### src/rtl/firengine_pkg.sv
// firengine_pkg: sample width and sample type shared by the FIR, sample FIFO and I2S blocks.
package firengine_pkg;
  localparam int DataWidth = 12;
  typedef logic signed [DataWidth-1:0] sample_t;
endpackage

### src/rtl/sat_counter.sv
// sat_counter: event counter that sticks at all-ones; clr wins over inc.
module sat_counter #(
  parameter int Width = 4
) (
  input  logic             clk,
  input  logic             reset,
  input  logic             inc,
  input  logic             clr,
  output logic [Width-1:0] count
);
  always_ff @(posedge clk or negedge reset)
    if (!reset) count <= '0;
    else if (clr) count <= '0;
    else if (inc && count != '1) count <= count + 1'b1;
endmodule

### src/rtl/dac_sample_fifo.sv
// dac_sample_fifo: elastic sample buffer between FIR output and the I2S DAC path,
// holding the last popped sample on outData while empty.
module dac_sample_fifo
  import firengine_pkg::*;
#(
  parameter int DataWidth  = firengine_pkg::DataWidth,
  parameter int Depth      = 4,
  parameter int CountWidth = 4
) (
  input  logic                         clk,
  input  logic                         reset,
  input  logic signed [DataWidth-1:0]  inData,
  input  logic                         inValid,
  output logic signed [DataWidth-1:0]  outData,
  output logic                         outValid,
  input  logic                         outReady,
  input  logic                         flush,
  input  logic                         clearCounts,
  output logic [$clog2(Depth):0]       level,
  output logic                         full,
  output logic [CountWidth-1:0]        overflowCount,
  output logic [CountWidth-1:0]        underflowCount
);
  localparam int PtrWidth = $clog2(Depth);
  localparam int LevelWidth = PtrWidth + 1;
  localparam logic [LevelWidth-1:0] DepthLevel = LevelWidth'(Depth);
  logic signed [DataWidth-1:0] mem [Depth];
  logic signed [DataWidth-1:0] lastPopped;
  logic [PtrWidth-1:0] rdPtr, wrPtr;
  logic [LevelWidth-1:0] levelNext;
  logic pop, push, overflowEvt, underflowEvt;
  // flush suppresses every event, including the counter increments
  always_comb begin
    pop = outValid && outReady && !flush;
    push = inValid && (!full || pop) && !flush;
    overflowEvt = inValid && full && !pop && !flush;
    underflowEvt = outReady && !outValid && !flush;
    levelNext = flush ? '0 : level + LevelWidth'(push) - LevelWidth'(pop);
  end
  assign outData = outValid ? mem[rdPtr] : lastPopped;
  always_ff @(posedge clk or negedge reset)
    if (!reset) begin
      rdPtr <= '0;
      wrPtr <= '0;
      level <= '0;
      full <= 1'b0;
      outValid <= 1'b0;
      lastPopped <= '0;
    end else begin
      rdPtr <= flush ? '0 : rdPtr + PtrWidth'(pop);
      wrPtr <= flush ? '0 : wrPtr + PtrWidth'(push);
      level <= levelNext;
      full <= levelNext == DepthLevel;
      outValid <= levelNext != '0;
      if (pop) lastPopped <= mem[rdPtr];
    end
  always_ff @(posedge clk)
    if (push) mem[wrPtr] <= inData;
  sat_counter #(.Width(CountWidth)) overflowCounter (
    .clk(clk), .reset(reset), .inc(overflowEvt), .clr(clearCounts), .count(overflowCount)
  );
  sat_counter #(.Width(CountWidth)) underflowCounter (
    .clk(clk), .reset(reset), .inc(underflowEvt), .clr(clearCounts), .count(underflowCount)
  );
endmodule

### config.mk
export PLATFORM = sky130hd
export DESIGN_NAME = dac_sample_fifo
export DESIGN_NICKNAME = d
export VERILOG_FILES = /design/src/rtl/firengine_pkg.sv /design/src/rtl/sat_counter.sv /design/src/rtl/dac_sample_fifo.sv
export SDC_FILE = /design/constraint.sdc
export NUM_CORES = 1
export LEC_CHECK = 0
export ABC_AREA = 1
export BUFFER_PORTS_ARGS = -buffer_cell sky130_fd_sc_hd__clkbuf_2
export CAP_MARGIN = 20
export CORE_AREA = 2 2 80 82
export DETAILED_ROUTE_END_ITERATION = 16
export DIE_AREA = 0 0 82 84
export GPL_TIMING_DRIVEN = 0
export PLACE_DENSITY_LB_ADDON = 0.15
export SETUP_SLACK_MARGIN = 0.02
export SLEW_MARGIN = 15
export SYNTH_ARGS = -nofsm -noshare
export SYNTH_HDL_FRONTEND = slang
export SYNTH_SLANG_ARGS = --single-unit
export TNS_END_PERCENT = 5
### constraint.sdc
create_clock -name clk -period 2.33 [get_ports clk]
set_input_delay 0 -clock clk [delete_from_list [all_inputs] [get_ports clk]]
set_output_delay 0 -clock clk [all_outputs]
set_load 0.01 [all_outputs]
==> flow_summary_export.csv, run 1 <==
group,metric,value,unit
global_route,grt_start_max_net_pins,30,
timing,final_max_slew_viol_count,0,
floorplan,fp.dieW,82,um
timing,max_freq,0.462,GHz
layout,layout_commonest_cell,"nand2_1",
global_route,grt.overflow.total,0,
clocking,htree_levels,3,
logic_synthesis,synth_cells,320,
pwr,cellLeakagePower,0.00186,uW
worst_hold_path,hp-start,"outReady",
layout,mostFrequentLayoutCells,"nand2_1 (107), edfxtp_1 (48), clkbuf_2 (41)",
clocking,cts.clk_slew.worst_paths,0.08,ns
timing,rsz0062_at_grt,"no",
pwr,power_report.internal_total,2420,uW
detailed_routing,viasPerCell,5.16,
detailed_routing,first_pass_iters,4,
global_route,grt_usage,21.7,%
layout,layout-drive-gt1-share,21.9,%
logic_synthesis,syn_area_per_cell,10.5,um^2
logic_synthesis,synth-warning-count,0,
timing,skew,0.00917,ns
detailed_routing,drt-initial-drc-count,201,
worst_hold_path,holdCritPathClass,"input pin to flop",
worst_setup_path,crit_start,"outValid$_DFF_PN0_",
timing,setup_viol,0,
global_route,antenna_found_initial,0,
floorplan,core_area,0.00610,mm^2
timing,slew_headroom,50.5,%
worst_setup_path,worst_setup_path_start_kind,"flop",
floorplan,num_rows,29,
timing,hold_ws,0.0499,ns
timing,min_period,2.17,ns
pwr,ir_drop,0.485,mV
clocking,cts_tree,"done",
worst_setup_path,cpPeakStageDelay,0.47,ns
clocking,cts_sinks,77,
pwr,p_seq_share,48.4,%
clocking,clock_latency,0.34,ns
layout,fin_util,66.7,%
clocking,cts_root_buffer,"clkbuf_8",
place,place_congestion,0.792,
layout,syn_to_final_growth,21.3,%
worst_setup_path,worstPathCellList,"nand3_4 > nand2_4 > nand2_2 > ha_1 > inv_1 > ha_1 > inv_1 > fa_1 > nor2_1 > nor2_1 > inv_1 > nor2_1",
detailed_routing,wl_per_cell,14.5,um
logic_synthesis,ys_types,27,
global_route,grt_pass1_wl,10.9,mm
floorplan,start_util,55.0,%
worst_setup_path,crit_buf_inv,3,
detailed_routing,wirelength,6.87,mm
worst_setup_path,cp.required,2.61,ns
timing,tightest_slew,0.743,ns
worst_setup_path,timing.rr.start,"outValid$_DFF_PN0_",
floorplan,die_y,84,um
outcome,outcome,"finished clean",
detailed_routing,vias,2451,
worst_setup_path,path_class,"flop to flop",
pwr,power.density,890,mW/mm^2
pwr,p_sw_share,33.3,%
worst_setup_path,arrival,2.45,ns
worst_setup_path,slowest_stage,"fa_1",
place,io_buffers,42,
clocking,cts_buffer_depth,2,
pwr,clock_power_share,23.7,%
worst_setup_path,end_kind,"flop",
logic_synthesis,ys_seq_area_share,64.6,%
logic_synthesis,syn_nets,345,
floorplan,die_area,0.00689,mm^2
timing,hold_viol_final,0,
pwr,switching_power,1200,uW
place,hpwlAfterDp,4.63,mm
worst_setup_path,cp_max_fo,6,
worst_setup_path,cp_top_family,"adder cells",
layout,final_nets,418,
logic_synthesis,syn_area,0.00336,mm^2
logic_synthesis,synth-seq-cells,77,
detailed_routing,drc_errors,0,
flow_run,maxCapViolCount,0,
floorplan,pin_count,43,
layout,nFillCells,465,
pwr,combinationalPowerShare,27.9,%
global_route,first_global_vias,2241,
layout,antenna_cells,0,
detailed_routing,antenna_left,0,
timing,fin_crit_sh,92.9,%
clocking,numCtsBuffers,9,
-- layout make-up --
type / count / area, um^2 / share of cell area, %
timing repair buffer: 62 / 418 / 10.3
multi-input combinational: 208 / 1030 / 25.4
tap: 77 / 96.3 / 2.37
inverter: 23 / 91.3 / 2.24
sequential: 77 / 2170 / 53.3
clock inverter: 6 / 40.0 / 0.984
buffer: 12 / 93.8 / 2.31
clock buffer: 10 / 128 / 3.14
-- path summary, 6_finish.rpt --
check	endpoint	slack, ns	cells after the start
max reg2reg	full$_DFF_PN0_	0.16	12
min	lastPopped[11]$_DFFE_PN0P_	0.05	3
max in group asynchronous	outValid$_DFF_PN0_	1.56	2
min reg2reg	lastPopped[11]$_DFFE_PN0P_	0.49	2
min in group asynchronous	lastPopped[4]$_DFFE_PN0P_	0.24	2
max	full$_DFF_PN0_	0.16	12
-- logic make-up (layout without fill, tap and decap cells) --
kind of cell,after synthesis,count (layout),share of synthesized area [%]
XOR/XNOR,2,2,0.522
adder cells (fa/ha/maj),7,7,2.83
AO/OA/AOI/OAI,26,26,3.88
AND/OR/NAND/NOR,173,173,23.0
buffers and inverters,35,113,5.22
flip-flops,77,77,64.6
-- power groups by stage --
stage / Combinational [uW] / Clock [uW] / Sequential (uW)
after floorplan: 609 / 0 / 1770
after global placement: 952 / 0 / 1770
after detailed placement: 982 / 0 / 1780
after CTS: 1010 / 877 / 1750
after global routing: 1150 / 935 / 1780
final: 1010 / 860 / 1750
-- metal layers --
layer / global-route usage [%] / vias to the layer above / routed length, um
met3: 3.68 / 8 / 336
li1: - / 1223 / -
met5: 0 / - / 0
met4: 9.09 / 0 / 105
met2: 33.9 / 68 / 3370
met1: 29.9 / 1152 / 3060
-- registers in the layout (all words and copies together), names as in the netlist --
| name | flops |
|---|---|
| underflowCounter.count | 4 |
| mem | 48 |
| lastPopped | 12 |
| rdPtr | 2 |
| full | 1 |
| overflowCounter.count | 4 |
| wrPtr | 2 |
| outValid | 1 |
| level | 3 |
-- Yosys cell counts --
master	count	share of area, %
nand2_1	107	12
edfxtp_1	48	43
nand3_1	39	5.8
dfrtp_1	29	22
inv_1	20	2.2
o21ai_1	16	2.4
nor2_1	9	1.0
o21ai_0	9	1.3
ha_1	6	2.2
nand4_1	5	0.93
buf_4	4	0.89
nor3_1	4	0.60
buf_2	3	0.45
buf_6	3	1.0
nor2_4	3	1.0
buf_1	2	0.22
inv_2	2	0.22
or2_2	2	0.37
a21oi_1	1	0.15
fa_1	1	0.60
inv_4	1	0.19
nand2_2	1	0.19
nand2_4	1	0.34
nand3_4	1	0.52
nand3b_1	1	0.22
xnor2_1	1	0.26
xor2_1	1	0.26
-- per-stage QoR --
step	TNS (ns)	cell area, um^2	std cells	worst slack (ns)	total power (uW)
CTS	0	4050	474	0.0423	3630
global placement	-15.00	3660	439	-0.341	2720
finish	0	4070	475	0.164	3620
global route	0	4070	475	0.0227	3860
floorplan	0	3360	320	0.225	2380
detailed placement	0	3730	443	0.0692	2760
-- worst reg2reg max path, cell delays in order (launching register included) --
cell and delay, ns:
dfrtp_2 0.42, nand3_4 0.12, nand2_4 0.10, nand2_2 0.12, ha_1 0.30, inv_1 0.05, ha_1 0.12, inv_1 0.04
fa_1 0.47, nor2_1 0.05, nor2_1 0.15, inv_1 0.06, nor2_1 0.09
-- what timing repair did --
action | in CTS | in global routing
endpoints found under the setup margin | 0 | 3
hold endpoints to repair | 86 | 0
buffers inserted | 0 | 2
resized for setup | 0 | 5
hold buffers | 15 | 0
Power figures use the tool's default switching activity.
==> run 2: changes to the inputs <==
--- a/config.mk
+++ b/config.mk
@@ -13,6 +13,7 @@
 export DIE_AREA = 0 0 82 84
 export GPL_TIMING_DRIVEN = 0
 export PLACE_DENSITY_LB_ADDON = 0.15
+export REMOVE_ABC_BUFFERS = 1
 export SETUP_SLACK_MARGIN = 0.02
 export SLEW_MARGIN = 15
 export SYNTH_ARGS = -nofsm -noshare
==> run 2 against run 1 <==
Against the previous run: power grew 2.1%; die area is the same; final cell count shrank 1.9%; wire length shrank 4.5%; design area shrank 1.2%; flip-flop and latch count is the same.
==> flow_summary_export.csv, run 2 (synthesis results as in run 1) <==
group,metric,value,unit
outcome,outcome,"finished clean",
floorplan,num_rows,29,
worst_setup_path,cp_max_fo,4,
detailed_routing,first_pass_iters,4,
layout,top_register,"mem",
timing,final_max_slew_viol_count,0,
worst_setup_path,end_kind,"flop",
layout,layout_commonest_cell,"nand2_1",
timing,slew_headroom,51.0,%
place,dp_slack,-0.141,ns
worst_setup_path,path_class,"flop to flop",
detailed_routing,wl_per_cell,14.1,um
floorplan,fp.dieW,82,um
clocking,cts_sinks,77,
floorplan,start_util,55.0,%
timing,tightest_slew,0.731,ns
floorplan,die_area,0.00689,mm^2
timing,setup_slack,0.157,ns
clocking,numCtsBuffers,9,
layout,multiInputGateArea,0.00105,mm^2
pwr,p_total,3700,uW
layout,regArea,0.00217,mm^2
floorplan,die_y,84,um
detailed_routing,drt-initial-drc-count,148,
layout,mostFrequentLayoutCells,"nand2_1 (107), edfxtp_1 (48), clkbuf_2 (42)",
timing,max_freq,0.460,GHz
place,postPlaceCellArea,0.00363,mm^2
global_route,grt_pass1_wl,10.5,mm
timing,final.setup.tns,0,ns
clocking,cts.clk_slew.worst_paths,0.08,ns
layout,nFillCells,511,
layout,reg.largest.list,"mem x48, lastPopped x12",
pwr,ir_drop,0.647,mV
worst_hold_path,holdCritPathClass,"input pin to flop",
global_route,grt.overflow.total,0,
timing,min_period,2.17,ns
timing,rsz0062_at_grt,"yes",
worst_setup_path,worst_setup_path_start_kind,"flop",
worst_setup_path,worstPathCellList,"nand3_4 > buf_6 > inv_1 > ha_1 > inv_1 > ha_1 > inv_1 > fa_1 > nor2_1 > nor2_1 > inv_1 > nor2_2",
flow_run,maxCapViolCount,0,
timing,hold_viol_final,0,
detailed_routing,wirelength,6.56,mm
detailed_routing,drc_errors,0,
clocking,cts_buffer_depth,2,
worst_setup_path,cp.required,2.61,ns
place,io_buffers,42,
clocking,cts_tree,"done",
layout,syn_to_final_growth,19.8,%
clocking,htree_levels,3,
detailed_routing,antenna_left,0,
timing,setup_viol,0,
worst_setup_path,arrival,2.45,ns
detailed_routing,viasPerCell,5.12,
worst_setup_path,cpPeakStageDelay,0.48,ns
timing,fin_crit_sh,93.3,%
layout,antenna_cells,0,
global_route,grt_start_max_net_pins,30,
layout,final_nets,409,
place,place_congestion,0.734,
place,hpwlAfterDp,4.28,mm
global_route,grt_usage,20.9,%
global_route,antenna_found_initial,0,
floorplan,pin_count,43,
layout,layout-drive-gt1-share,21.1,%
detailed_routing,vias,2388,
clocking,clock_latency,0.34,ns
layout,design_area,0.00402,mm^2
floorplan,core_area,0.00610,mm^2
layout,largest_reg_flops,48,
worst_setup_path,slowest_stage,"fa_1",
clocking,cts_root_buffer,"clkbuf_8",
pwr,cellLeakagePower,0.00181,uW
timing,skew,0.00752,ns
global_route,first_global_vias,2179,
worst_setup_path,path_common_cell,"inv_1",
pwr,power.density,920,mW/mm^2
==> run 2: metrics by stage <==
step	hold WS, ns	util [%]	instances
finish	0.0190	65.9	466
floorplan	-0.296	-	308
global route	0.0664	65.9	466
CTS	0.0137	65.6	465
detailed placement	0.0990	59.6	431
global placement	0.0965	58.7	427
==> run 2: final timing paths <==
check,end,cells after the start,startpoint,slack [ns]
worst min-delay path,rdPtr[1]$_DFF_PN0_,4,flush,0.02
worst min register to register,lastPopped[11]$_DFFE_PN0P_,2,lastPopped[11]$_DFFE_PN0P_,0.49
worst max register to register,full$_DFF_PN0_,12,outValid$_DFF_PN0_,0.16
min in group asynchronous,overflowCounter.count[1]$_DFFE_PN0P_,2,reset,0.24
max in group asynchronous,outValid$_DFF_PN0_,2,reset,1.58
worst max-delay path,full$_DFF_PN0_,12,outValid$_DFF_PN0_,0.16
==> run 2: layer usage <==
layer,wire length (um),share of wire [%],up-vias,track usage (%)
met5,0,0,-,0
met4,148,2.3,0,10.5
met3,249,3.8,10,3.90
met2,3150,48,48,32.7
met1,3010,46,1122,27.5
li1,-,-,1208,-
==> run 2: critical path, delay by kind of cell (launching register included) <==
kind                     cells  cell delay, ns
adder cells (fa/ha/maj)      3            0.92
flip-flops                   1            0.44
AND/OR/NAND/NOR              4            0.40
buffers and inverters        5            0.36
==> run 2: final cells by class <==
class                      instances  area share, %
clock buffer                      10           3.17
clock inverter                     6           1.56
inverter                          23           2.21
multi-input combinational        209           26.1
sequential                        77           54.0
tap                               77           2.40
timing repair buffer              64           10.6
==> run 2: timing repair <==
action | in CTS | in global routing
setup buffers | 2 | 1
gates cloned | 1 | 0
hold buffers | 15 | 0
hold endpoints to repair | 86 | 0
resized for setup | 1 | 4
pin swaps | 1 | 1
setup endpoints to repair | 3 | 14
==> run 2: where the power goes <==
group          internal, uW  total [uW]  switching (uW)  leakage (uW)
clock network           493         972             479     0.0000903
registers              1640        1770             131      0.000814
logic                   374         960             586      0.000906
